===== src/rtl/ddr3_frame_prefetch.sv =====
// ddr3_frame_prefetch: fetches one framebuffer per frame_start through the MIG
// app_* read interface. 128-bit beats go into a credit-managed FIFO, and the
// block sends them out as 16-bit pixels with line and frame markers.
// Optional build macro: PREFETCH_STATS_EN adds the stall_cycles and
// max_outstanding statistics outputs.
module ddr3_frame_prefetch #(
    parameter int ADDR_W     = 27,
    parameter int BASE_ADDR  = 0,
    parameter int LINE_WORDS = 640,
    parameter int NUM_LINES  = 480,
    parameter int FIFO_DEPTH = 16
) (
    input  logic              clk_ref_i,
    input  logic              reset_rtl_0,
    input  logic              frame_start,
    output logic [ADDR_W-1:0] app_addr,
    output logic [2:0]        app_cmd,
    output logic              app_en,
    input  logic              app_rdy,
    input  logic [127:0]      app_rd_data,
    input  logic              app_rd_data_valid,
    output logic [15:0]       pix_data,
    output logic              pix_valid,
    input  logic              pix_ready,
    output logic              pix_eol,
    output logic              pix_eof,
    output logic              busy,
    output logic              underflow
`ifdef PREFETCH_STATS_EN
    ,
    output logic [15:0]       stall_cycles,
    output logic [4:0]        max_outstanding
`endif
);

    localparam int TOTAL_CMDS = LINE_WORDS * NUM_LINES / 8;
    localparam int CMD_W      = $clog2(TOTAL_CMDS + 1);
    localparam int PTR_W      = $clog2(FIFO_DEPTH);
    localparam int CNT_W      = PTR_W + 1;
    localparam int X_W        = (LINE_WORDS > 1) ? $clog2(LINE_WORDS) : 1;
    localparam int Y_W        = (NUM_LINES > 1) ? $clog2(NUM_LINES) : 1;

    typedef enum logic [1:0] {IDLE, ISSUE, DRAIN} state_t;

    state_t            state_q;
    logic              busy_q, app_en_q, done_q, underflow_q;
    logic [ADDR_W-1:0] app_addr_q;
    logic [CMD_W-1:0]  cmds_left_q;
    logic [CNT_W-1:0]  cnt_q, cnt_d, outs_q, outs_d;
    logic [PTR_W-1:0]  wr_ptr_q, rd_ptr_q, rd_next;
    logic [127:0]      fifo_mem_q [FIFO_DEPTH];
    logic [127:0]      head_d;
    logic [2:0]        widx_q, widx_d;
    logic [X_W-1:0]    x_q, x_d;
    logic [Y_W-1:0]    y_q, y_d;
    logic [15:0]       pix_data_q;
    logic              pix_eol_q, pix_eof_q;
    logic              pix_acc, pop, beat_in, wr_ok, overflow, cmd_acc, credit_d;
    logic              x_last, y_last, acc_eof, starve;

    // Handshakes, occupancy next-state, and the head word shown on the next cycle.
    always_comb begin
        pix_acc  = (cnt_q != '0) && pix_ready;
        pop      = pix_acc && (widx_q == 3'd7);
        beat_in  = app_rd_data_valid && busy_q;     // stray beats while idle are ignored
        wr_ok    = beat_in && (cnt_q != CNT_W'(FIFO_DEPTH));
        overflow = beat_in && !wr_ok;
        cmd_acc  = app_en_q && app_rdy;
        cnt_d    = cnt_q + CNT_W'(wr_ok) - CNT_W'(pop);
        outs_d   = outs_q + CNT_W'(cmd_acc) - CNT_W'(beat_in);
        credit_d = ({1'b0, cnt_d} + {1'b0, outs_d}) < (CNT_W + 1)'(FIFO_DEPTH);
        x_last   = (x_q == X_W'(LINE_WORDS - 1));
        y_last   = (y_q == Y_W'(NUM_LINES - 1));
        acc_eof  = pix_acc && x_last && y_last;
        starve   = busy_q && (cnt_q == '0) && pix_ready && !done_q;
        x_d      = x_q;
        y_d      = y_q;
        if (pix_acc) begin
            x_d = x_last ? '0 : x_q + X_W'(1);
            if (x_last)
                y_d = y_last ? '0 : y_q + Y_W'(1);
        end
        widx_d   = widx_q + 3'(pix_acc);
        rd_next  = rd_ptr_q + PTR_W'(pop);
        // When the FIFO drains to empty this cycle, the incoming beat becomes the head.
        head_d   = ((cnt_q - CNT_W'(pop)) == '0) ? app_rd_data : fifo_mem_q[rd_next];
    end

    // Frame sequencing: credit-gated command issue and the busy window.
    always_ff @(posedge clk_ref_i or negedge reset_rtl_0) begin
        if (!reset_rtl_0) begin
            state_q     <= IDLE;
            busy_q      <= 1'b0;
            app_en_q    <= 1'b0;
            app_addr_q  <= ADDR_W'(BASE_ADDR);
            cmds_left_q <= '0;
            done_q      <= 1'b0;
        end else begin
            unique case (state_q)
                IDLE: if (frame_start) begin
                    state_q     <= ISSUE;
                    busy_q      <= 1'b1;
                    app_addr_q  <= ADDR_W'(BASE_ADDR);
                    cmds_left_q <= CMD_W'(TOTAL_CMDS);
                    done_q      <= 1'b0;
                end
                ISSUE: begin
                    if (cmd_acc) begin
                        app_addr_q  <= app_addr_q + ADDR_W'(8);
                        cmds_left_q <= cmds_left_q - CMD_W'(1);
                        if (cmds_left_q == CMD_W'(1)) begin
                            state_q  <= DRAIN;
                            app_en_q <= 1'b0;
                        end else begin
                            app_en_q <= credit_d;
                        end
                    end else if (!app_en_q) begin
                        app_en_q <= credit_d;   // once raised, hold until accepted
                    end
                end
                DRAIN: begin
                    if (acc_eof)
                        done_q <= 1'b1;
                    if ((done_q || acc_eof) && (cnt_d == '0) && (outs_d == '0)) begin
                        state_q <= IDLE;
                        busy_q  <= 1'b0;
                        done_q  <= 1'b0;
                    end
                end
                default: state_q <= IDLE;
            endcase
        end
    end

    // FIFO storage; contents need no reset because cnt_q qualifies every read.
    always_ff @(posedge clk_ref_i) begin
        if (wr_ok)
            fifo_mem_q[wr_ptr_q] <= app_rd_data;
    end

    // FIFO pointers, credit counters, unpack index, position and pixel output registers.
    always_ff @(posedge clk_ref_i or negedge reset_rtl_0) begin
        if (!reset_rtl_0) begin
            cnt_q       <= '0;
            outs_q      <= '0;
            wr_ptr_q    <= '0;
            rd_ptr_q    <= '0;
            widx_q      <= '0;
            x_q         <= '0;
            y_q         <= '0;
            pix_data_q  <= '0;
            pix_eol_q   <= 1'b0;
            pix_eof_q   <= 1'b0;
            underflow_q <= 1'b0;
        end else begin
            cnt_q    <= cnt_d;
            outs_q   <= outs_d;
            rd_ptr_q <= rd_next;
            widx_q   <= widx_d;
            x_q      <= x_d;
            y_q      <= y_d;
            if (wr_ok)
                wr_ptr_q <= wr_ptr_q + PTR_W'(1);
            if (cnt_d != '0)
                pix_data_q <= head_d[{widx_d, 4'b0000} +: 16];
            pix_eol_q   <= (x_d == X_W'(LINE_WORDS - 1));
            pix_eof_q   <= (x_d == X_W'(LINE_WORDS - 1)) && (y_d == Y_W'(NUM_LINES - 1));
            underflow_q <= underflow_q | overflow | starve;
        end
    end

`ifdef PREFETCH_STATS_EN
    logic [15:0] stall_q;
    logic [4:0]  maxo_q;

    // Per-frame stall count (saturating) and outstanding-command high-water mark.
    always_ff @(posedge clk_ref_i or negedge reset_rtl_0) begin
        if (!reset_rtl_0) begin
            stall_q <= '0;
            maxo_q  <= '0;
        end else if (state_q == IDLE && frame_start) begin
            stall_q <= '0;
            maxo_q  <= '0;
        end else begin
            if (busy_q && pix_ready && (cnt_q == '0) && (stall_q != 16'hFFFF))
                stall_q <= stall_q + 16'd1;
            if (5'(outs_q) > maxo_q)
                maxo_q <= 5'(outs_q);
        end
    end

    assign stall_cycles    = stall_q;
    assign max_outstanding = maxo_q;
`endif

    assign app_addr  = app_addr_q;
    assign app_cmd   = 3'b001;
    assign app_en    = app_en_q;
    assign pix_data  = pix_data_q;
    assign pix_valid = (cnt_q != '0);
    assign pix_eol   = pix_eol_q;
    assign pix_eof   = pix_eof_q;
    assign busy      = busy_q;
    assign underflow = underflow_q;

endmodule


===== config.mk =====
export PLATFORM = sky130hd
export DESIGN_NAME = ddr3_frame_prefetch
export DESIGN_NICKNAME = d
export VERILOG_FILES = /design/src/rtl/ddr3_frame_prefetch.sv
export SDC_FILE = /design/constraint.sdc
export NUM_CORES = 2
export LEC_CHECK = 0
export CORE_ASPECT_RATIO = 1.2
export CORE_MARGIN = 5
export CORE_UTILIZATION = 40
export CTS_CLUSTER_DIAMETER = 150
export DETAILED_ROUTE_END_ITERATION = 8
export SLEW_MARGIN = 20
export SYNTH_ARGS = -nofsm -noshare
export SYNTH_HDL_FRONTEND = slang
export SYNTH_SLANG_ARGS = --single-unit

===== constraint.sdc =====
create_clock -name clk_ref_i -period 10.8 [get_ports clk_ref_i]
set_input_delay 1.62 -clock clk_ref_i [delete_from_list [all_inputs] [get_ports clk_ref_i]]
set_output_delay 1.62 -clock clk_ref_i [all_outputs]
set_load 0.01 [all_outputs]

# After elaboration in Yosys (flattened, before gate mapping)
# Memory sizes are Yosys's and may differ from the RTL's.
# Cells that the tools add are included.
# Widths: inputs -> output; s select.
[totals] regBits=107 mem_bits_rw=2048 input_bits=134 output_inout_bits=52 elab_cells=108 memories=1
[classes] addsub=13 n_lt_le_gt_ge=1 n_eq_ne=14 shifts=1 mux=29 bitwise_logic=2 reduce_logical=30
[mem_list] memory="fifo_mem_q" words=16 width=128 rd=1 rd_ports_with_merged_regs=0 write_ports=1 line="51" source="logic [127:0] fifo_mem_q [FIFO_DEPTH];"
[op_table] operator="$mux 128" n=1
[op_table] operator="$shiftx 128x8->16" n=1
[op_table] operator="$mux 27" n=2
[op_table] operator="$pmux 27 s2" n=1
[op_table] operator="$mux 16" n=2
[op_table] operator="$pmux 16 s2" n=1
[op_table] operator="$add 27x4->27 const B" n=1
[op_table] operator="$mux 9" n=3
[op_table] operator="$eq 10x10->1 const B" n=2
[op_table] operator="$logic_not 5->1" n=4
[op_table] operator="$mux 10" n=2
[op_table] operator="$eq 9x9->1 const B" n=2
[op_table] operator="$eq 16x1->1 const B" n=1
[op_table] operator="$sub 16x1->16 const B" n=1
[op_table] operator="$sub 5x1->5" n=3
[op_table] operator="$logic_and 1x1->1" n=14
[op_table] operator="$add 10x1->10 const B" n=1
[op_table] operator="$add 5x1->5" n=2
[op_table] operator="$mux 1" n=10
[op_table] operator="$reduce_bool 5->1" n=2
[op_table] operator="$add 9x1->9 const B" n=1
[op_table] operator="$reduce_and 3->1" n=3
[op_table] operator="$mux 2" n=4
[op_table] operator="$ne 2x2->1 const B" n=4
[op_table] operator="other kinds (18)" n=22

# Logic depth before layout (Yosys ltp)
[logic_depth] depth_word=9 depth_mapped=20 depth_no_buf=17

# Worst setup path before layout
# Ideal clock, no wire load.
[synth_path] kind="in2reg" startpoint="in app_rd_data_valid" endpoint="mem fifo_mem_q[3][0] (enable)" setup_ns=0.771 arrival_time_ns=11.072 required_time_ns=10.029 slack_ns=-1.043 cell_stages=4 path_buffers=0 cell_sequence="and2_1 a21boi_1 nand2_1 nor3_1"
[synth_via] elab_chain_cells=4
[synth_lines] item="start: declaration" line="21" source="input logic app_rd_data_valid,"
[synth_lines] item="$logic_and 1x1->1" line="65" source="beat_in = app_rd_data_valid && busy_q;"
[synth_lines] item="$logic_and 1x1->1" line="66" source="wr_ok = beat_in && (cnt_q != CNT_W'(FIFO_DEPTH));"
[synth_lines] item="$mux 1" line="137" source="if (wr_ok)"
[synth_lines] item="$mux 1 (not written as such)" line="138" source="fifo_mem_q[wr_ptr_q] <= app_rd_data;"
[synth_lines] item="end: declaration" line="51"
# Every way passes these cells.

# Worst setup path in the final report
[layout_path] startpoint="reg cnt_q[2]" endpoint="reg pix_data_q[6], in the netlist pix_data[6]"
[layout_via] elab_cells_between_ends=15 classes_between="5 x add/sub; 1 x eq/ne; 1 x shift; 1 x mux; 6 x reduce/logical; 1 x memory"
[layout_lines] item="start: declaration" line="49" source="logic [CNT_W-1:0] cnt_q, cnt_d, outs_q, outs_d;"
[layout_lines] item="start signal: assignment" line="156" source="cnt_q <= cnt_d;"
[layout_lines] item="$reduce_bool 5->1" line="63" source="pix_acc = (cnt_q != '0) && pix_ready;"
[layout_lines] item="$logic_and 1x1->1" line="63"
[layout_lines] item="$add 3x1->3" line="83" source="widx_d = widx_q + 3'(pix_acc);"
[layout_lines] item="net widx_d[1]" line="53" source="logic [2:0] widx_q, widx_d;"
[layout_lines] item="$shiftx 128x8->16" line="165" source="pix_data_q <= head_d[{widx_d, 4'b0000} +: 16];"
[layout_lines] item="end signal: assignment" line="165"
[layout_lines] item="end: declaration" line="56" source="logic [15:0] pix_data_q;"
# The timed path passes the listed nets, and every way through them passes these cells.
# A chain may end at the register's enable or synchronous reset.

==> qor.csv <==
metric,value,unit
ctsHoldBuffers,0,
portBuffers,179,
slowest_delay,0.97,ns
grt_use_total,0.203,
synth-seq-cells,2152,
cts_max_level,4,
clk_path_buf_depth,3,
grt_pass1_vias,44100,
final-setup-viol-count,0,
drive_above_1_share,0.205,
cts_setup_buffers,0,
fin_crit_sh,0.587,
power.leakage,30.7,nW
p_comb_frac,0.338,
antenna_found_initial,54,
synth-main-ff-cell,edfxtp_1,
netlist.area_leader.share,0.723,
place_area,90100,sq um
core,212000,sq um
async_flop_share,0.0483,
r2r_cells,14,
cts.sinks,2152,
final_max_slew_viol_count,0,
die_area,222000,sq um
die_height,515,um
synth_commonest_cells,"edfxtp_1, mux4_2, nand2_1",
synth.most_common_cell,edfxtp_1,
p_clk_frac,0.271,
cts_made_buffers,206,
worstPathCellList,inv_1 > ha_1 > or4b_1 > nand2_2 > inv_2 > ha_4 > ha_4 > clkinv_1 > nand2_1 > buf_4 > a2111oi_0 > or4_1 > o221ai_1 > a31o_1,
setup.worst_path.class,flop to flop,
status,finished clean,
synth_area_leader_cell,edfxtp_1,
vdd_drop_max,0.260,mV
synth_area,85100,sq um
hold_path.class,flop to flop,
power.share.sequential,0.392,
vias,43100,
synthTopCellsByArea,"edfxtp_1, mux4_2, dfrtp_1",
grt_max_degree,122,
crit_arrival,7.14,ns
drt.antenna.violating_nets,0,
post_drt_via_cell_ratio,5.82,
cts_resized,0,
crit_path_end_kind,flop,
synth_edf_count,2048,
io_pins,186,
r2r_setup_slack,4.46,ns
insertion_delay,0.86,ns
clock.fmax,0.158,GHz
hpwl,119,mm
synth.distinct_cells,88,
drv_cap,0,
tightest_slew,1.14,ns
synth_cells,4162,
start_util,0.402,
drtPass1Iterations,5,
grt_pass1_wl,326,mm
rows,185,
whs_path_depth,1,
synth-seq-area-share,0.754,
drc,0,
yosys_warnings,0,
hold_viol,0,
crit_top_cell,ha_4,
required,11.60,ns
intPower,17.6,mW
drtIter0Drc,4841,
path_max_fanout,10,
slew_headroom,0.242,
chipWidth,431,um
fin_nets,4583,
routed_wl,226,mm
critPathLaunchType,flop,
grt.overflow.total,0,
gp_congestion,0.751,
cts_tree,yes,
crit_slowest_cell,nand2_1,
cts.clk_slew.worst_paths,0.06,ns
wl_per_cell,30.6,um
final_area,96800,sq um
nFillCells,17700,
skew,0.0427,ns
rsz0062_at_grt,false,
finalSetupTns,0,ns
p_per_area,271,nW/um^2
syn_area_per_cell,20.4,sq um
cts_root_buf,clkbuf_16,
area_delta_synth_final,13.8,%
switchingPower,8.59,mW
swShare,0.328,
layout_min_cycle_time,6.34,ns
through the flow:
stage	util	worst slack, ns	hold WS, ns	total power [mW]	instances
6_report	0.457	4.46	0.503	26.2	7406
3_5_place_dp	0.426	3.74	0.486	19.4	7012
5_1_grt	0.457	4.38	0.534	27.3	7392
3_3_place_gp	0.425	3.72	0.485	19.3	7010
4_1_cts	0.457	4.39	0.501	26.5	7387
2_1_floorplan	-	2.40	0.470	16.6	4166
cell usage in the layout (no fill, tap or decap), types with 19 or more instances in the layout:
cell             count
clkbuf_16          209
a31oi_1             28
inv_1               28
dfrtp_1            104
mux2i_1             75
ha_1                28
clkbuf_1            47
a21oi_1             86
nand2_1            356
clkinv_2            25
and3_1              33
clkinv_1            55
xnor2_1             26
a22oi_1             20
xor2_1              29
nand3_1            115
diode_2             19
mux4_2             522
nor2_1              84
o21ai_0             38
nand4_1             34
buf_12              23
edfxtp_1          2048
clkdlybuf4s50_1    178
buf_4               71
power by group through the flow:
| stage | Sequential [mW] | Clock, mW | Combinational [mW] |
|---|---|---|---|
| floorplan | 10.4 | 0 | 6.18 |
| global placement | 10.4 | 0 | 8.94 |
| detailed placement | 10.4 | 0 | 8.97 |
| CTS | 10.3 | 7.22 | 9.00 |
| global route | 10.3 | 7.57 | 9.47 |
| finish | 10.3 | 7.09 | 8.86 |
critical path, delay by kind of cell (launching register included):
kind / cells / cell delay [ns]
DFF: 1 / 0.42
buffers and inverters: 4 / 1.52
and+or+nand+nor: 4 / 2.40
adders and majority gates: 3 / 0.75
AOI/OAI and AO/OA: 3 / 1.14
routing by layer:
metal / global-route usage / routed length, um / vias to the layer above / share of wire
li1: - / - / 17700 / -
met1: 0.278 / 91900 / 23300 / 0.41
met2: 0.339 / 112000 / 1756 / 0.49
met3: 0.0363 / 16800 / 346 / 0.074
met4: 0.0526 / 5640 / 26 / 0.025
met5: 0 / 146 / - / 0.00064
final timing paths:
| kind | start | end |
|---|---|---|
| setup / recovery | cnt_q[2] | pix_data[6] |
| hold / removal | underflow | underflow |
| setup reg to reg | cnt_q[2] | pix_data[6] |
| hold reg to reg | underflow | underflow |
| max in group asynchronous | reset_rtl_0 | cmds_left_q[13] |
| min in group asynchronous | reset_rtl_0 | app_addr[7] |
flip-flops by register name, indices dropped and copies added (netlist names):
signal	flops
pix_eof	1
widx_q	3
done_q	1
cmds_left_q	16
underflow	1
x_q	10
busy	1
rd_ptr_q	4
wr_ptr_q	4
app_addr	24
pix_eol	1
y_q	9
state_q	2
cnt_q	5
outs_q	5
app_en	1
fifo_mem_q	2048
pix_data	16
area by class of cell:
cell class / instances / area, sq um / area share
clock buffer: 264 / 5520 / 0.0570
timing repair buffer: 274 / 2800 / 0.0289
clock inverter: 111 / 1070 / 0.0111
multi-input combinational: 1749 / 19600 / 0.203
sequential: 2152 / 64100 / 0.662
tap: 2805 / 3510 / 0.0363
inverter: 32 / 133 / 0.00137
antenna: 19 / 47.5 / 0.000491
cells by family (layout without fill, tap and decap cells):
family	count (synthesis)	in the layout	share of synthesized area
buffers and inverters	265	681	0.0192
AND/OR/NAND/NOR	733	733	0.0392
AO/OA/AOI/OAI	302	302	0.0240
XOR/XNOR	58	58	0.00628
flip-flops	2152	2152	0.754
other	2	25	0.0000883
adder cells (fa/ha/maj)	34	34	0.00518
multiplexers	616	616	0.153
(Power assumes the default switching activity.)
